`src/rtl/uart_tx_if.sv`:
```
// uart_tx_if: push side and status/serial signals of the UART transmitter
interface uart_tx_if;
  logic       wr_en;
  logic [7:0] wr_data;
  logic       full;
  logic       empty;
  logic       busy;
  logic       overflow;
  logic       uart_out;
  modport master (output wr_en, wr_data, input full, empty, busy, overflow, uart_out);
  modport slave (input wr_en, wr_data, output full, empty, busy, overflow, uart_out);
endinterface

```
`src/rtl/uart_tx_fifo.sv`:
```
// uart_tx_fifo: 8N1 UART transmitter fed by a small circular write FIFO
module uart_tx_fifo #(
  parameter int CLK_FREQ   = 100_000_000,
  parameter int BAUD_RATE  = 9_600,
  parameter int FIFO_DEPTH = 4
) (
  input logic      clk,
  input logic      rst,
  uart_tx_if.slave bus
);
  localparam int BIT_TICKS = CLK_FREQ / BAUD_RATE;
  localparam int TW = BIT_TICKS > 1 ? $clog2(BIT_TICKS) : 1;
  localparam int AW = $clog2(FIFO_DEPTH);
  typedef enum logic [1:0] {IDLE, START, DATA, STOP} state_t;
  state_t        state, state_nxt;
  logic [7:0]    mem [FIFO_DEPTH];
  logic [AW-1:0] wr_ptr, rd_ptr;
  logic [AW:0]   count;
  logic [TW-1:0] tick, tick_nxt;
  logic [2:0]    bit_idx, bit_nxt;
  logic [7:0]    sh, sh_nxt;
  logic          last, push, pop, uart_nxt;
  assign bus.full  = count == (AW+1)'(FIFO_DEPTH);
  assign bus.empty = count == '0;
  assign push      = bus.wr_en & ~bus.full;
  assign last      = tick == TW'(BIT_TICKS - 1);
  assign pop       = ~bus.empty & (state == IDLE | (state == STOP & last));
  // FIFO storage needs no reset; the count alone defines validity
  always_ff @(posedge clk)
    if (push) mem[wr_ptr] <= bus.wr_data;
  // pointers, occupancy and the sticky overflow flag
  always_ff @(posedge clk or posedge rst)
    if (rst) begin
      wr_ptr       <= '0;
      rd_ptr       <= '0;
      count        <= '0;
      bus.overflow <= 1'b0;
    end else begin
      wr_ptr       <= wr_ptr + AW'(push);
      rd_ptr       <= rd_ptr + AW'(pop);
      count        <= count + (AW+1)'(push) - (AW+1)'(pop);
      bus.overflow <= bus.overflow | (bus.wr_en & bus.full);
    end
  // FSM state, bit timing and the registered serial line
  always_ff @(posedge clk or posedge rst)
    if (rst) begin
      state        <= IDLE;
      tick         <= '0;
      bit_idx      <= '0;
      sh           <= '0;
      bus.uart_out <= 1'b1;
    end else begin
      state        <= state_nxt;
      tick         <= tick_nxt;
      bit_idx      <= bit_nxt;
      sh           <= sh_nxt;
      bus.uart_out <= uart_nxt;
    end
  // next state: bits end on the last tick, STOP chains straight into the next START
  always_comb
    state_nxt = state == IDLE ? (bus.empty ? IDLE : START) :
                !last         ? state :
                state == START ? DATA :
                state == DATA  ? (bit_idx == 3'd7 ? STOP : DATA) :
                (bus.empty ? IDLE : START);
  // datapath updates; the line level is precomputed from the state being entered
  always_comb begin
    tick_nxt = (state == IDLE | last) ? '0 : tick + TW'(1);
    bit_nxt  = (state == DATA & last) ? bit_idx + 3'd1 : bit_idx;
    sh_nxt   = pop ? mem[rd_ptr] : (state == DATA & last) ? {1'b0, sh[7:1]} : sh;
    uart_nxt = state_nxt == DATA ? sh_nxt[0] : state_nxt != START;
    bus.busy = state != IDLE;
  end
endmodule

```
`src/flat_wrapper.sv`:
```
// flat-port wrapper written by rule: the top's interface ports become plain ports
module uart_tx_fifo_flat 
#(
  parameter int CLK_FREQ   = 100_000_000,
  parameter int BAUD_RATE  = 9_600,
  parameter int FIFO_DEPTH = 4
)
  (clk, rst, bus_wr_en, bus_wr_data, bus_full, bus_empty, bus_busy, bus_overflow, bus_uart_out);
  uart_tx_if bus_i ();
  input logic clk;
  input logic rst;
  input wire logic [$bits(bus_i.wr_en)-1:0] bus_wr_en;
  input wire logic [$bits(bus_i.wr_data)-1:0] bus_wr_data;
  output wire logic [$bits(bus_i.full)-1:0] bus_full;
  output wire logic [$bits(bus_i.empty)-1:0] bus_empty;
  output wire logic [$bits(bus_i.busy)-1:0] bus_busy;
  output wire logic [$bits(bus_i.overflow)-1:0] bus_overflow;
  output wire logic [$bits(bus_i.uart_out)-1:0] bus_uart_out;
  assign bus_i.wr_en = bus_wr_en;
  assign bus_i.wr_data = bus_wr_data;
  assign bus_full = bus_i.full;
  assign bus_empty = bus_i.empty;
  assign bus_busy = bus_i.busy;
  assign bus_overflow = bus_i.overflow;
  assign bus_uart_out = bus_i.uart_out;
  uart_tx_fifo #(.CLK_FREQ(CLK_FREQ), .BAUD_RATE(BAUD_RATE), .FIFO_DEPTH(FIFO_DEPTH)) u_core (.clk(clk), .rst(rst), .bus(bus_i));
endmodule
```
`config.mk`:
```
export PLATFORM = sky130hd
export DESIGN_NAME = uart_tx_fifo_flat
export DESIGN_NICKNAME = d
export VERILOG_FILES = /design/src/rtl/uart_tx_if.sv /design/src/rtl/uart_tx_fifo.sv /design/src/flat_wrapper.sv
export SDC_FILE = /design/constraint.sdc
export NUM_CORES = 1
export LEC_CHECK = 0
export BUFFER_PORTS_ARGS = -buffer_cell sky130_fd_sc_hd__buf_2
export CAP_MARGIN = 20
export CORE_UTILIZATION = 50
export CTS_BUF_LIST = sky130_fd_sc_hd__clkbuf_4
export DETAILED_ROUTE_END_ITERATION = 8
export MAX_ROUTING_LAYER = met4
export PLACE_DENSITY = 0.78
export REMOVE_ABC_BUFFERS = 1
export SLEW_MARGIN = 20
export SYNTH_ARGS = -nofsm -noshare
export SYNTH_HDL_FRONTEND = slang
export SYNTH_SLANG_ARGS = --single-unit
```
`constraint.sdc`:
```
create_clock -name clk -period 7.1 [get_ports clk]
set_input_delay 1.42 -clock clk [delete_from_list [all_inputs] [get_ports clk]]
set_output_delay 1.42 -clock clk [all_outputs]
set_load 0.005 [all_outputs]
```
==> impl_metrics.toml, run 1 <==
[worst_setup_path]
path_max_fanout = 14
start_kind = "register"
critPathKind = "reg2reg"
worstPathRequired_ns = 7.45
cp.arrival_ns = 3.69
end_kind = "register"

[cells_and_area]
diodes = 0
area.growth.synth_to_final_pct = 10.3
final_layout_size_suffix_gt1_share_pct = 21.1
layout.nets = 260
final_core_util_pct = 58.4

[drt]
viasPerCell = 5.29
drt_iter0_markers = 45
avgRoutedWirePerCell_um = 14.9
dr.pass1.iters = 4
ant_nets = 0
drc = 0
totalWireLength_um = 4670
dr_total_vias = 1661

[sta]
min_period_over_period_pct = 47.2
slew_headroom_pct = 29.4
fin_crit_ns = 3.35
rsz0062_at_grt = "no"
fin_skew_ns = 0.0129
finalMaxSlewViolations = 0
worstMarginPinSlew_ns = 1.05
hold_viol_final = 0
fin_ws_ns = 3.75
fmaxAchievable_mhz = 299
tns_ns = 0
setup_violations = 0

[place]
hpwl_um = 3180
port_buffers = 15
place_congestion = 0.752
place_ws_ns = 3.77

[synth]
syn_avg_cell_area_sq_um = 14.0
ys_async_sr_fraction_pct = 52.9
yosysSeqAreaShare_pct = 62.7
yosysWarnings = 0
synth_seq_cells = 68
synth.area.top_cells = "edfxtp_1 32%, dfrtp_1 29%, mux4_2 6.1%, ha_1 4.6%, nor2_1 3.4%"
synth_common_cells = "35 x dfrtp_1, 32 x edfxtp_1, 27 x nor2_1, 12 x inv_1, 11 x ha_1"
synth_xor_area_share_pct = 5.01
synthAdderAreaFrac_pct = 5.31
synth_top_area_share_pct = 32.3
synthCells = 213
yosys.area_share.simple_pct = 11.1
syn_area_sq_um = 2970
synth_top_area_cell = "edfxtp_1"
synth.most_common_cell = "dfrtp_1"
synth_mux_area_share_pct = 9.68
synth_top_family_by_area = "simple AND/OR/NAND/NOR gates"
synth_edf_count = 32
synth-compound-area-share_pct = 3.66
synth.distinct_cells = 39
ys.flop_type = "dfrtp_1"

[power]
combPwrFrac_pct = 25.7
intPower_mw = 0.775
power_mw = 1.15
leakagePower_nw = 1.42
seq_power_share_pct = 51.9
power_frac_clock_pct = 22.4
switching_share_pct = 32.5
net-switching-power_mw = 0.374
irDropWorstVdd_uv = 255
pwr_density_cell_nw_per_um2 = 351

[grt]
grt_pass1_wl_um = 8060
antenna_found_initial = 0
grt_pass1_vias = 1686
grt_use_total_pct = 18.0
use_met2_pct = 27.1
met3_usage_pct = 4.83
grt-ovfl-total = 0
grt_use_met1_pct = 23.0
grt_max_degree = 37
busiest_layer = "met2"

[clock_tree]
cts_hold_buf = 0
htreeDepth = 3
cts_tree = "built"
post_cts_buffers = 0
numCtsBuffers = 9
root_buffer = "clkbuf_4"
clk_path_buf_depth = 2
insertion_delay_ns = 0.42
path_clk_slew_ns = 0.13
post_cts_resized = 0
cts.sink_count = 68

[floorplanning]
start_util_pct = 53.0
dieArea_sq_um = 6260
pin_count = 16
row_count = 27
die_h_um = 79.1
die_width_um = 79.1
core_area_sq_um = 5610

[job]
maxCapViolCount = 0

[status]
status = "finished, final reports clean"

[hold_path]
worstHoldPathType = "reg2reg"
[path summary, 6_finish.rpt]
kind                                startpoint                  end  slack [ns]  depth (start not counted)
min                        u_core.bus.overflow  u_core.bus.overflow        0.48                          1
min in group asynchronous                  rst       u_core.tick[1]        1.08                          3
min reg2reg                u_core.bus.overflow  u_core.bus.overflow        0.48                          1
max in group asynchronous                  rst  u_core.bus.uart_out        5.65                          3
max reg2reg                     u_core.tick[0]      u_core.count[2]        3.75                         12
max                             u_core.tick[0]      u_core.count[2]        3.75                         12
[layout by cell type (no fill, tap or decap), types with 2 or more instances in the layout]
master	count
dfrtp_1	35
clkinv_4	2
ha_1	11
inv_1	12
mux2_1	2
xor2_1	9
buf_4	3
mux4_2	8
nor2_1	27
and3_1	3
xnor2_1	8
mux2i_1	7
nand2_1	9
buf_2	15
nor2b_1	2
clkbuf_4	9
nor3b_1	2
nor3_1	3
a21o_1	2
nand4_1	2
nand3_1	8
edfxtp_1	32
a21oi_1	8
clkinvlp_4	2
[metal layers]
metal | vias up | wire, um
met5 | - | 0
met4 | 0 | 81
met3 | 8 | 131
met2 | 23 | 2210
met1 | 821 | 2250
li1 | 809 | -
[layout make-up]
type,instances,area [sq um]
repair buffers,18,97.6
well taps,72,90.1
inverters,13,48.8
fillers,453,2330
flip-flops and latches,68,1860
clock buffers,9,67.6
multi-input cells,127,1030
clock inverters,7,76.3
[kinds of logic (layout without fill, tap and decap cells)]
kind of cell | Yosys count | count (layout)
flops | 68 | 68
simple gates | 64 | 64
fa+ha+maj | 12 | 12
buf+inv | 18 | 47
mux | 18 | 18
xor+xnor | 17 | 17
compound gates | 16 | 16
[metrics by stage]
step                      hold WS [ns]  instance area [sq um]  std cells
after floorplan                  0.451                   2950        208
after global routing             0.508                   3280        314
final                            0.480                   3280        314
after global placement           0.434                   3130        298
after detailed placement         0.459                   3130        298
after CTS                        0.485                   3280        314
[critical path, stage by stage (launching register included)]
cell and delay (ns):
dfrtp_1 0.43, ha_1 0.25, nand4_1 0.25, nor4_4 0.10, a31oi_1 0.80, inv_2 0.15
ha_1 0.33, inv_1 0.06, ha_1 0.13, inv_1 0.05, fa_1 0.37, xnor2_1 0.21
xnor2_1 0.14
[state kept, by name (all words and copies together), names as in the netlist]
name                 count
u_core.tick             14
u_core.state             2
u_core.count             3
u_core.mem              32
u_core.rd_ptr            2
u_core.bus.uart_out      1
u_core.bit_idx           3
u_core.bus.overflow      1
u_core.sh                8
u_core.wr_ptr            2
[power groups by stage]
| stage | registers (mW) | clock network [mW] | logic, mW |
|---|---|---|---|
| after floorplan | 0.585 | 0 | 0.227 |
| after global placement | 0.601 | 0 | 0.289 |
| after detailed placement | 0.607 | 0 | 0.302 |
| after CTS | 0.599 | 0.262 | 0.303 |
| after global routing | 0.612 | 0.275 | 0.339 |
| final | 0.597 | 0.257 | 0.295 |
Power figures use the tool's default switching activity.
==> inputs of run 2 (changes only) <==
- PLACE_DENSITY: 0.78 -> 0.81
- clock period: 7.1 -> 2.8 ns (I/O delays scaled with it)
==> run 2 against run 1 <==
  * Sequential power rose to 2.5 times the previous value
  * Critical endpoint unchanged
  * Via count increased by 6.5%
  * Worst hold slack worse by 0.23 ns
  * Global-route usage rose by 0.51 points
  * Critical path depth shrank 1
  * Clock-buffer cell count stayed put
  * Highest routed layer unchanged
  * Power grew to 2.6 times the previous value
  * Register-to-register slack worse by 3.7 ns
  * Worst setup slack got worse by 3.7 ns
  * Clock skew grew 0.0096 ns
  * Combinational power grew to 3.0 times the previous value
==> impl_metrics.toml, run 2 (synthesized netlist as in run 1, its figures left out) <==
[status]
status = "finished, final reports clean"

[grt]
grt-ovfl-total = 0
grt_pass1_vias = 1770
grt_pass1_wl_um = 8170
antenna_found_initial = 0
grt_max_degree = 37
grt_use_total_pct = 18.5

[floorplanning]
die_h_um = 79.1
row_count = 27
pin_count = 16
dieArea_sq_um = 6260
start_util_pct = 53.0
core_area_sq_um = 5610
die_width_um = 79.1

[clock_tree]
root_buffer = "clkbuf_4"
cts.sink_count = 68
cts_hold_buf = 0
numCtsBuffers = 9
clk_path_buf_depth = 2
cts_tree = "built"
htreeDepth = 3
insertion_delay_ns = 0.41
path_clk_slew_ns = 0.13

[worst_setup_path]
cp.arrival_ns = 3.10
end_kind = "register"
slowest_stage = "or4b_4"
start_kind = "register"
path_cells = "or4b_4 > nor4_4 > a31oi_2 > inv_2 > ha_4 > inv_4 > ha_4 > inv_2 > fa_2 > xnor2_2 > xnor2_1"
critPathKind = "reg2reg"
worstPathRequired_ns = 3.11
cp_slowest_stage_delay_ns = 0.58
reg2reg_setup_slack_ns = 0.02
path_max_fanout = 3

[hold_path]
worstHoldPathType = "in2async"

[place]
hpwl_um = 3250
port_buffers = 15
place_congestion = 0.793
place_area_sq_um = 3180

[drt]
drt_iter0_markers = 106
dr.pass1.iters = 5
avgRoutedWirePerCell_um = 15.5
dr_total_vias = 1769
totalWireLength_um = 5060
drc = 0
ant_nets = 0
viasPerCell = 5.43

[sta]
fin_skew_ns = 0.0226
min_period_over_period_pct = 99.4
finalMaxSlewViolations = 0
slew_headroom_pct = 63.6
tns_ns = 0
rsz0062_at_grt = "yes"
hold_viol_final = 0
worstMarginPinSlew_ns = 0.546
fin_crit_ns = 2.78
fmaxAchievable_mhz = 359
setup_violations = 0

[cells_and_area]
final_layout_size_suffix_gt1_share_pct = 27.2
regMostFlops = "u_core.mem"
layout.nets = 272
final_cell_area_sq_um = 3410
largestRegisters = "u_core.mem x32, u_core.tick x14, u_core.sh x8"
diodes = 0
area.growth.synth_to_final_pct = 14.7
final_common_cell = "dfrtp_1"
final_cell_mix = "35 x dfrtp_1, 32 x edfxtp_1, 27 x nor2_1"
largest_reg_flops = 32

[power]
pwr_density_cell_nw_per_um2 = 891
leakagePower_nw = 1.47
irDropWorstVdd_uv = 469

[job]
maxCapViolCount = 0
-- run 2: cell count changes in the layout (fill, tap and decap cells not counted), moves of 2 or more --
cell | before | now
clkinv_4 | 2 | 0
ha_1 | 11 | 9
ha_4 | 0 | 2
inv_1 | 12 | 10
buf_4 | 3 | 15
-- run 2: metrics by stage --
stage	util [%]	setup WS [ns]	hold WS (ns)	power (mW)	std cells
2_1_floorplan	-	-0.196	0.451	2.06	208
3_3_place_gp	56.7	0.125	0.433	2.26	304
3_5_place_dp	56.7	0.0305	0.444	2.33	304
4_1_cts	59.8	0.00945	0.241	2.99	323
5_1_grt	60.8	-0.101	0.268	3.24	326
6_report	60.8	0.0155	0.246	3.04	326
-- run 2: area by class of cell --
class | instances | area [sq um]
clock buffers | 9 | 67.6
clock inverters | 7 | 73.8
fillers | 434 | 2200
inverters | 13 | 51.3
multi-input cells | 127 | 1070
flip-flops and latches | 68 | 1860
well taps | 72 | 90.1
repair buffers | 30 | 188
-- run 2: metal layers --
layer	vias up	track usage (%)	wire (um)
met3	10	5.06	191
met2	39	29.3	2600
met1	887	21.4	2160
li1	833	-	-
met4	0	10.5	109
met5	-	-	0
-- run 2: path summary, 6_finish.rpt --
path | from | to | depth (start not counted)
max | u_core.tick[8] | u_core.count[2] | 11
min | rst | u_core.tick[0] | 3
max reg2reg | u_core.tick[8] | u_core.count[2] | 11
min reg2reg | u_core.bus.overflow | u_core.bus.overflow | 1
max in group asynchronous | rst | u_core.bus.uart_out | 3
min in group clk | bus_wr_en | u_core.bus.overflow | 2
-- run 2: critical path: cells and delay by family, from the launching register on --
kind / cells / cell delay, ns
AO/OA/AOI/OAI: 1 / 0.16
XOR/XNOR: 2 / 0.34
adder cells (fa/ha/maj): 3 / 0.68
buffers and inverters: 3 / 0.20
flip-flops: 1 / 0.43
AND/OR/NAND/NOR: 2 / 0.88
-- run 2: where the power goes --
group	total (mW)	internal [mW]	leakage [nW]	switching, mW
Clock	0.640	0.275	0.0666	0.365
Combinational	0.879	0.449	0.672	0.430
Sequential	1.52	1.31	0.736	0.203
Total	3.04	2.04	1.47	0.998
-- run 2: what timing repair did --
item / in CTS / in global routing
gates resized for setup: 2 / 7
endpoints found under the setup margin: 1 / 1
pin swaps: 3 / 6
setup buffers: 3 / 3
